File: src/rtl/nand4_bist_pkg.sv
// nand4_bist_pkg: shared types and constants for the NAND4 BIST controller.
//   state_t   : controller FSM state encoding
//   NUM_PAT   : number of input patterns applied to the cell
//   MISR_SEED : signature register start value
//   MISR_TAPS : XOR feedback taps of the signature register (bits 2..4)
package nand4_bist_pkg;

  typedef enum logic [1:0] {
    IDLE   = 2'd0,
    APPLY  = 2'd1,
    SAMPLE = 2'd2,
    DONE   = 2'd3
  } state_t;

  localparam int         NUM_PAT   = 16;
  localparam logic [7:0] MISR_SEED = 8'hFF;
  localparam logic [7:0] MISR_TAPS = 8'h1C;

endpackage

File: src/rtl/nand4_bist_if.sv
// nand4_bist_if: handshake and cell-facing signals of the NAND4 BIST controller.
//   start, abort         : run request / run cancel (driven by the requester)
//   zn                   : cell output under test
//   a1..a4               : pattern bits driven into the cell
//   busy, done, pass     : run status
//   err_cnt              : mismatch count, ERR_W bits, saturating
//   first_fail(_vld)     : pattern {a4,a3,a2,a1} of the first mismatch
//   signature            : 8-bit MISR, present only with NAND4_BIST_MISR_EN
// Modports: master = controller side, slave = requester/cell side.
interface nand4_bist_if #(
  parameter int ERR_W = 5
);
  logic             start;
  logic             abort;
  logic             zn;
  logic             a1;
  logic             a2;
  logic             a3;
  logic             a4;
  logic             busy;
  logic             done;
  logic             pass;
  logic [ERR_W-1:0] err_cnt;
  logic [3:0]       first_fail;
  logic             first_fail_vld;
`ifdef NAND4_BIST_MISR_EN
  logic [7:0]       signature;

  modport master (
    input  start, abort, zn,
    output a1, a2, a3, a4, busy, done, pass, err_cnt, first_fail, first_fail_vld,
    output signature
  );
  modport slave (
    output start, abort, zn,
    input  a1, a2, a3, a4, busy, done, pass, err_cnt, first_fail, first_fail_vld,
    input  signature
  );
`else
  modport master (
    input  start, abort, zn,
    output a1, a2, a3, a4, busy, done, pass, err_cnt, first_fail, first_fail_vld
  );
  modport slave (
    output start, abort, zn,
    input  a1, a2, a3, a4, busy, done, pass, err_cnt, first_fail, first_fail_vld
  );
`endif
endinterface

File: src/rtl/nand4_bist_ctrl_misr.sv
// nand4_bist_misr: 8-bit multiple-input signature register over the sampled ZN stream.
// Only compiled when NAND4_BIST_MISR_EN is defined.
//   CLK   : clock, rising edge
//   RN    : synchronous active-low reset, loads MISR_SEED
//   init  : reload MISR_SEED (run start)
//   shift : absorb din (one SAMPLE cycle)
//   din   : sampled ZN; an X propagates into the signature
//   sig   : current signature
`ifdef NAND4_BIST_MISR_EN
module nand4_bist_misr
  import nand4_bist_pkg::*;
(
  input  logic       CLK,
  input  logic       RN,
  input  logic       init,
  input  logic       shift,
  input  logic       din,
  output logic [7:0] sig
);

  logic fb;
  assign fb = sig[7] ^ din;

  // Shift left with fb entering bit 0; fb is also folded into the tap bits.
  always_ff @(posedge CLK) begin
    if (!RN) begin
      sig <= MISR_SEED;
    end else if (init) begin
      sig <= MISR_SEED;
    end else if (shift) begin
      sig <= {sig[6:0], fb} ^ ({8{fb}} & MISR_TAPS);
    end
  end

endmodule
`endif

File: src/rtl/nand4_bist_ctrl.sv
// nand4_bist_ctrl: BIST pattern generator and response checker for a 4-input NAND cell.
// Drives all 16 patterns on A1..A4, holds each for SETTLE_CYC cycles, samples ZN and
// compares it (4-state) against ~&pattern. Reports pass/fail, a saturating error count
// and the first failing pattern through a START/DONE handshake.
//   CLK, RN : clock (rising edge) and synchronous active-low reset
//   bus     : nand4_bist_if master modport (start/abort/zn in, pattern and status out)
// Parameters: SETTLE_CYC (1..15), ERR_W (error counter width).
// Optional: NAND4_BIST_MISR_EN adds bus.signature, an 8-bit MISR over the ZN samples.
//
// state  | meaning
// IDLE   | waiting for START; pattern outputs at 0
// APPLY  | pattern P held on A1..A4 for SETTLE_CYC cycles
// SAMPLE | ZN compared against ~&P; advance P or finish
// DONE   | results stable; leaves when START drops
module nand4_bist_ctrl
  import nand4_bist_pkg::*;
#(
  parameter int SETTLE_CYC = 1,
  parameter int ERR_W      = 5
) (
  input logic          CLK,
  input logic          RN,
  nand4_bist_if.master bus
);

  localparam logic [3:0] LAST_PAT = 4'(NUM_PAT - 1);
  localparam logic [3:0] SETTLE   = 4'(SETTLE_CYC);

  state_t           state;
  logic [3:0]       pat;
  logic [3:0]       settle;
  logic [3:0]       a_q;
  logic             busy_q;
  logic             done_q;
  logic             pass_q;
  logic [ERR_W-1:0] err_cnt_q;
  logic [3:0]       first_fail_q;
  logic             first_fail_vld_q;

  logic run_start;
  logic do_sample;
  logic mismatch;

  assign run_start = (state == IDLE) && bus.start && !bus.abort;
  // ABORT wins over the sample: an aborted SAMPLE cycle neither counts nor shifts.
  assign do_sample = (state == SAMPLE) && !bus.abort;
  // Case-inequality so an X/Z on ZN is reported as a mismatch.
  assign mismatch  = (bus.zn !== ~&pat);

  always_ff @(posedge CLK) begin
    if (!RN) begin
      state            <= IDLE;
      pat              <= '0;
      settle           <= '0;
      a_q              <= '0;
      busy_q           <= 1'b0;
      done_q           <= 1'b0;
      pass_q           <= 1'b0;
      err_cnt_q        <= '0;
      first_fail_q     <= '0;
      first_fail_vld_q <= 1'b0;
    end else begin
      case (state)
        IDLE: begin
          a_q <= '0;
          if (run_start) begin
            state            <= APPLY;
            pat              <= '0;
            settle           <= SETTLE;
            busy_q           <= 1'b1;
            err_cnt_q        <= '0;
            first_fail_q     <= '0;
            first_fail_vld_q <= 1'b0;
          end
        end
        APPLY: begin
          if (bus.abort) begin
            state  <= IDLE;
            a_q    <= '0;
            busy_q <= 1'b0;
          end else if (settle == 4'd1) begin
            state <= SAMPLE;
          end else begin
            settle <= settle - 1'b1;
          end
        end
        SAMPLE: begin
          if (bus.abort) begin
            state  <= IDLE;
            a_q    <= '0;
            busy_q <= 1'b0;
          end else begin
            if (mismatch) begin
              if (err_cnt_q != '1) err_cnt_q <= err_cnt_q + 1'b1;
              if (!first_fail_vld_q) begin
                first_fail_q     <= pat;
                first_fail_vld_q <= 1'b1;
              end
            end
            if (pat == LAST_PAT) begin
              state  <= DONE;
              busy_q <= 1'b0;
            end else begin
              state  <= APPLY;
              pat    <= pat + 1'b1;
              a_q    <= pat + 1'b1;
              settle <= SETTLE;
            end
          end
        end
        DONE: begin
          if (!bus.start) begin
            state <= IDLE;
            a_q   <= '0;
          end
        end
        default: state <= IDLE;
      endcase
      // DONE/PASS are registered from the state, so they trail entry into DONE by one edge.
      done_q <= (state == DONE);
      pass_q <= (state == DONE) && (err_cnt_q == '0);
    end
  end

  assign bus.a1             = a_q[0];
  assign bus.a2             = a_q[1];
  assign bus.a3             = a_q[2];
  assign bus.a4             = a_q[3];
  assign bus.busy           = busy_q;
  assign bus.done           = done_q;
  assign bus.pass           = pass_q;
  assign bus.err_cnt        = err_cnt_q;
  assign bus.first_fail     = first_fail_q;
  assign bus.first_fail_vld = first_fail_vld_q;

`ifdef NAND4_BIST_MISR_EN
  nand4_bist_misr u_misr (
    .CLK   (CLK),
    .RN    (RN),
    .init  (run_start),
    .shift (do_sample),
    .din   (bus.zn),
    .sig   (bus.signature)
  );
`endif

endmodule

File: src/flat_wrapper.sv
// flat-port wrapper written by rule: the top's interface ports become plain ports
module nand4_bist_ctrl_flat import nand4_bist_pkg::*;
#(
  parameter int SETTLE_CYC = 1,
  parameter int ERR_W      = 5
)
  (CLK, RN, bus_start, bus_abort, bus_zn, bus_a1, bus_a2, bus_a3, bus_a4, bus_busy, bus_done, bus_pass, bus_err_cnt, bus_first_fail, bus_first_fail_vld);
  nand4_bist_if #(.ERR_W(ERR_W)) bus_i ();
  input logic CLK;
  input logic RN;
  input wire logic [$bits(bus_i.start)-1:0] bus_start;
  input wire logic [$bits(bus_i.abort)-1:0] bus_abort;
  input wire logic [$bits(bus_i.zn)-1:0] bus_zn;
  output wire logic [$bits(bus_i.a1)-1:0] bus_a1;
  output wire logic [$bits(bus_i.a2)-1:0] bus_a2;
  output wire logic [$bits(bus_i.a3)-1:0] bus_a3;
  output wire logic [$bits(bus_i.a4)-1:0] bus_a4;
  output wire logic [$bits(bus_i.busy)-1:0] bus_busy;
  output wire logic [$bits(bus_i.done)-1:0] bus_done;
  output wire logic [$bits(bus_i.pass)-1:0] bus_pass;
  output wire logic [$bits(bus_i.err_cnt)-1:0] bus_err_cnt;
  output wire logic [$bits(bus_i.first_fail)-1:0] bus_first_fail;
  output wire logic [$bits(bus_i.first_fail_vld)-1:0] bus_first_fail_vld;
  assign bus_i.start = bus_start;
  assign bus_i.abort = bus_abort;
  assign bus_i.zn = bus_zn;
  assign bus_a1 = bus_i.a1;
  assign bus_a2 = bus_i.a2;
  assign bus_a3 = bus_i.a3;
  assign bus_a4 = bus_i.a4;
  assign bus_busy = bus_i.busy;
  assign bus_done = bus_i.done;
  assign bus_pass = bus_i.pass;
  assign bus_err_cnt = bus_i.err_cnt;
  assign bus_first_fail = bus_i.first_fail;
  assign bus_first_fail_vld = bus_i.first_fail_vld;
  nand4_bist_ctrl #(.SETTLE_CYC(SETTLE_CYC), .ERR_W(ERR_W)) u_core (.CLK(CLK), .RN(RN), .bus(bus_i));
endmodule
File: config.mk
export PLATFORM = sky130hd
export DESIGN_NAME = nand4_bist_ctrl_flat
export DESIGN_NICKNAME = d
export VERILOG_FILES = /design/src/rtl/nand4_bist_pkg.sv /design/src/rtl/nand4_bist_if.sv /design/src/rtl/nand4_bist_ctrl_misr.sv /design/src/rtl/nand4_bist_ctrl.sv /design/src/flat_wrapper.sv
export SDC_FILE = /design/constraint.sdc
export NUM_CORES = 1
export LEC_CHECK = 0
export BUFFER_PORTS_ARGS = -buffer_cell sky130_fd_sc_hd__clkbuf_2
export CAP_MARGIN = 20
export CORE_UTILIZATION = 45
export DETAILED_ROUTE_END_ITERATION = 12
export SYNTH_ARGS = -nofsm -noshare
export SYNTH_HDL_FRONTEND = slang
export SYNTH_SLANG_ARGS = --single-unit
File: constraint.sdc
create_clock -name CLK -period 3.08 [get_ports CLK]
set_input_delay 0.154 -clock CLK [delete_from_list [all_inputs] [get_ports CLK]]
set_output_delay 0.154 -clock CLK [all_outputs]
set_load 0.05 [all_outputs]
==> flow_summary.yaml, run 1 <==
clock_network:
  cts_resized: 0
  cts_setup_buffers: 0
  cts_hold_buf: 0
  cts_tree: "yes"
  cts_buffers: 3
  cts.sinks: 27
  htreeDepth: 1
  cts-root-buf: "clkbuf_4"
  cts.clk_slew.worst_paths_ns: 0.15
  clk_path_buf_depth: 2
  clk-insertion-delay-late_ns: 0.33
route:
  num_vias: 1453
  antenna_left: 0
  drc: 0
  dr.pass1.iters: 4
  vias_per_cell: 5.91
  drtIter0Drc: 104
  wire_per_inst_um: 14.7
  routed_wirelength_um: 3610
yosys:
  yosysTopAreaCell: "dfxtp_1"
  synth_enable_flop_cells: 0
  ys_seq_area_frac: 0.331
  ys_seq_elements: 27
  avgSynthCellArea_um2: 8.68
  async_reset_ff_frac: 0
  synthTopCellsByArea: "dfxtp_1 33%, ha_1 9.2%, o2111ai_1 4.8%"
  synth_top_area_frac: 0.331
  syn_nets: 205
  synthCells: 188
  synth_cell_types: 52
  syn_area_um2: 1630
  synth_ff_type: "dfxtp_1"
  yosysWarnings: 0
grt:
  grt.overflow.total: 0
  grtUsageTotal: 0.197
  grt_pass1_vias: 1338
  grt_max_degree: 46
  grt_pass1_wl_um: 6290
  antenna_found_initial: 0
finish:
  mostFrequentLayoutCells: "27 x dfxtp_1, 21 x clkbuf_2, 14 x nand2_1, 13 x nand3_1, 12 x ha_1"
  multi_input_area_um2: 986
  syn2layout_area_growth_pct: 8.21
  finalInstanceArea_um2: 1770
  nets: 218
  mostFrequentLayoutCell: "dfxtp_1"
  fillers: 347
  seqCellArea_um2: 541
  drive_gt1_frac: 0.160
  layout.cells.non_filler: 246
  n_antenna_cell: 0
power:
  leakage_nw: 0.687
  powerDensity_nw_per_um2: 374
  power.total_mw: 0.660
  ir_drop_mv: 0.175
worst_setup_path:
  worstSetupPathType: "reg2reg"
  critPathLaunchType: "flip-flop"
  crit_path_end_kind: "flip-flop"
  worstPathArrival_ns: 2.50
  worstPathRequired_ns: 3.32
  crit_fanout: 19
die:
  core-area_um2: 3420
  io_pins: 22
  die_h_um: 62.2
  initial_core_util: 0.478
  row_count: 21
  dieArea_um2: 3870
  die_w_um: 62.2
sta:
  layout_setup_ws_ns: 0.821
  worst_pin_slew_ns: 0.943
  finalCritPeriodShare: 0.734
  setup_violations: 0
  drv_slew: 0
  rsz0062_at_grt: "no"
  tns_ns: 0
  finalClockSkew_ns: 0.00227
  slew-limit-headroom: 0.371
  fmax_mhz: 443
  period_minus_slack_ns: 2.26
  hold_violations: 0
place:
  portBuffers: 21
  hpwl_um: 2550
  dp.cells: 242
  dp_slack_ns: 0.883
  post_dp_cell_area_um2: 1740
  globalplace.congestion: 0.846
run:
  maxCapViolations: 0
worst_hold_path:
  min_path_type: "in2reg"
outcome:
  outcome: "finished clean"
==> final timing paths <==
path	startpoint	endpoint	slack (ns)	depth (start not counted)
max	u_core.state[0]	u_core.bus.err_cnt[3]	0.82	6
min	bus_start	u_core.a_q[1]	0.23	4
max reg2reg	u_core.state[0]	u_core.bus.err_cnt[3]	0.82	6
min reg2reg	u_core.a_q[0]	u_core.a_q[0]	0.46	2
==> Yosys cell counts, types with 3 or more instances <==
cell and number:
dfxtp_1 27, nand2_1 14, nand3_1 13, ha_1 12
clkbuf_1 9, inv_1 9, o2111ai_1 9, a21oi_1 7
nand4_1 7, a21boi_0 6, and3_1 4, nor2_1 4
nor3_1 4, o21ai_0 4, o311ai_0 4, buf_2 3
o211ai_1 3, or4_1 3
==> area by class of cell <==
class	count	share of cell area
Clock inverter	1	0.00283
Multi-Input combinational cell	137	0.558
Clock buffer	3	0.0128
Sequential cell	27	0.306
Timing Repair Buffer	23	0.0680
Inverter	9	0.0191
Tap cell	46	0.0326
==> cells by family (layout without fill, tap and decap cells) <==
| kind of cell | Yosys count | after routing | share of synthesized area |
|---|---|---|---|
| xor gates and xnor gates | 3 | 3 | 0.0161 |
| buffers and inverters | 24 | 36 | 0.0644 |
| and+or+nand+nor | 66 | 66 | 0.230 |
| DFF | 27 | 27 | 0.331 |
| AOI/OAI and AO/OA | 54 | 54 | 0.254 |
| muxes | 2 | 2 | 0.0123 |
| adders and majority gates | 12 | 12 | 0.0920 |
==> routing by layer <==
| layer | part of all wire | routed length, um | track usage |
|---|---|---|---|
| met4 | 0.0091 | 33 | 0.0523 |
| met5 | 0 | 0 | 0 |
| met2 | 0.47 | 1700 | 0.334 |
| met3 | 0.019 | 68 | 0.0221 |
| met1 | 0.50 | 1810 | 0.265 |
==> flip-flops by register name (all words and copies together), names as in the netlist <==
| register | cells |
|---|---|
| u_core.bus.first_fail_vld | 1 |
| u_core.pat | 4 |
| u_core.state | 2 |
| u_core.bus.err_cnt | 5 |
| u_core.settle | 4 |
| u_core.bus.pass | 1 |
| u_core.bus.busy | 1 |
| u_core.bus.done | 1 |
| u_core.bus.first_fail | 4 |
| u_core.a_q | 4 |
==> report_power, final <==
group | switching, mW | internal [mW] | leakage [nW]
registers | 0.00925 | 0.360 | 0.218
logic | 0.0904 | 0.0451 | 0.451
clock network | 0.107 | 0.0488 | 0.0177
==> worst max-delay path, cell delays in order, from the launching register on <==
cell,delay (ns)
dfxtp_1,0.44
inv_1,0.10
ha_1,0.26
mux2i_1,0.19
or2_0,0.75
nor4b_1,0.11
a211o_1,0.32
==> metrics by stage <==
step / utilization / hold slack, ns
3_5_place_dp: 0.509 / 0.444
5_1_grt: 0.517 / 0.232
4_1_cts: 0.517 / 0.199
2_1_floorplan: - / 0.403
3_3_place_gp: 0.509 / 0.441
6_report: 0.517 / 0.234
(Power assumes the default switching activity.)
==> run 2, diff against run 1 <==
- clock period: 3.08 -> 2.18 ns (I/O delays scaled with it)
==> flow_summary.yaml, run 2 (same netlist as run 1, synthesis figures left out) <==
power:
  ir_drop_mv: 0.252
  leakage_nw: 0.703
  powerDensity_nw_per_um2: 523
worst_setup_path:
  critPathLaunchType: "flip-flop"
  crit_fanout: 12
  worstPathArrival_ns: 2.25
  worstPathRequired_ns: 2.42
  rrSetupSlack_ns: 0.17
  worstSetupPathType: "reg2reg"
  crit_path_end_kind: "flip-flop"
route:
  drc: 0
  antenna_left: 0
  num_vias: 1499
  routed_wirelength_um: 3690
  dr.pass1.iters: 4
  vias_per_cell: 6.00
  wire_per_inst_um: 14.8
  drtIter0Drc: 112
finish:
  n_antenna_cell: 0
  layout.cells.non_filler: 250
  drive_gt1_frac: 0.181
  syn2layout_area_growth_pct: 10.2
  mostFrequentLayoutCells: "27 x dfxtp_1, 21 x clkbuf_2, 14 x nand2_1, 13 x nand3_1, 11 x ha_1"
  fillers: 361
  mostFrequentLayoutCell: "dfxtp_1"
  nets: 222
  largest_reg_flops: 5
outcome:
  outcome: "finished clean"
sta:
  rsz0062_at_grt: "no"
  layout_setup_ws_ns: 0.169
  finalCritPeriodShare: 0.922
  fmax_mhz: 497
  drv_slew: 0
  finalClockSkew_ns: 0.00182
  hold_violations: 0
  slew-limit-headroom: 0.656
  tns_ns: 0
  period_minus_slack_ns: 2.01
  setup_violations: 0
  worst_pin_slew_ns: 0.512
die:
  die_w_um: 62.2
  die_h_um: 62.2
  dieArea_um2: 3870
  io_pins: 22
  row_count: 21
  core-area_um2: 3420
  initial_core_util: 0.478
clock_network:
  cts_tree: "yes"
  cts-root-buf: "clkbuf_4"
  clk_path_buf_depth: 2
  clk-insertion-delay-late_ns: 0.32
  cts.sinks: 27
  htreeDepth: 1
  cts_buffers: 3
  cts_setup_buffers: 0
  cts.clk_slew.worst_paths_ns: 0.15
grt:
  grt_pass1_wl_um: 6420
  grt_max_degree: 25
  grt_pass1_vias: 1433
  grt.overflow.total: 0
  antenna_found_initial: 0
  grtUsageTotal: 0.201
place:
  globalplace.congestion: 0.842
  hpwl_um: 2620
  portBuffers: 21
  dp_slack_ns: 0.189
  dp.cells: 246
worst_hold_path:
  min_path_type: "in2reg"
run:
  maxCapViolations: 0
run 2: cell types whose count changed in the layout (fill, tap and decap cells not counted), sizes merged:
| cell | before | now |
|---|---|---|
| buf | 2 | 6 |
run 2: path summary, 6_finish.rpt:
path,start,endpoint,cells past startpoint
max,u_core.state[0],u_core.bus.first_fail_vld,7
min reg2reg,u_core.a_q[0],u_core.a_q[0],2
min,bus_start,u_core.a_q[1],4
max reg2reg,u_core.state[0],u_core.bus.first_fail_vld,7
run 2: final cells by class:
| cell class | count | area [um^2] | area share |
|---|---|---|---|
| clock inverters | 1 | 5.00 | 0.00278 |
| inverters | 9 | 33.8 | 0.0188 |
| well taps | 46 | 57.6 | 0.0320 |
| repair buffers | 27 | 150 | 0.0835 |
| clock buffers | 3 | 22.5 | 0.0125 |
| flip-flops and latches | 27 | 541 | 0.301 |
| multi-input cells | 137 | 988 | 0.550 |
run 2: timing repair:
action / in CTS / in global routing
hold buffers: 0 / 0
gates resized for setup: 0 / 1
endpoints found under the setup margin: 0 / 1
run 2: per-stage QoR:
step	area [um^2]	hold WS (ns)	util	power [mW]
after floorplan	1630	0.358	-	0.680
after global placement	1770	0.453	0.518	0.722
after detailed placement	1770	0.455	0.518	0.728
after CTS	1800	0.147	0.526	0.952
after global routing	1800	0.150	0.526	1.00
final	1800	0.154	0.526	0.941
run 2: power breakdown:
part	switching [mW]	total, mW	internal [mW]
Clock	0.153	0.222	0.0689
Combinational	0.129	0.198	0.0692
Sequential	0.0129	0.521	0.508
run 2: metal layers:
metal,share of wire,vias up,track usage,wire [um]
met3,0.023,4,0.0221,84
met1,0.50,720,0.271,1850
met4,0.0084,0,0.0640,31
met2,0.47,22,0.335,1720
li1,-,753,-,-
met5,0,-,0,0
run 2: critical path: stages, from the launching register on:
cell and delay [ns]:
dfxtp_1 0.43, inv_1 0.11, ha_1 0.26, mux2i_1 0.21
or2_0 0.38, buf_4 0.25, nor2_1 0.05, o221a_2 0.23
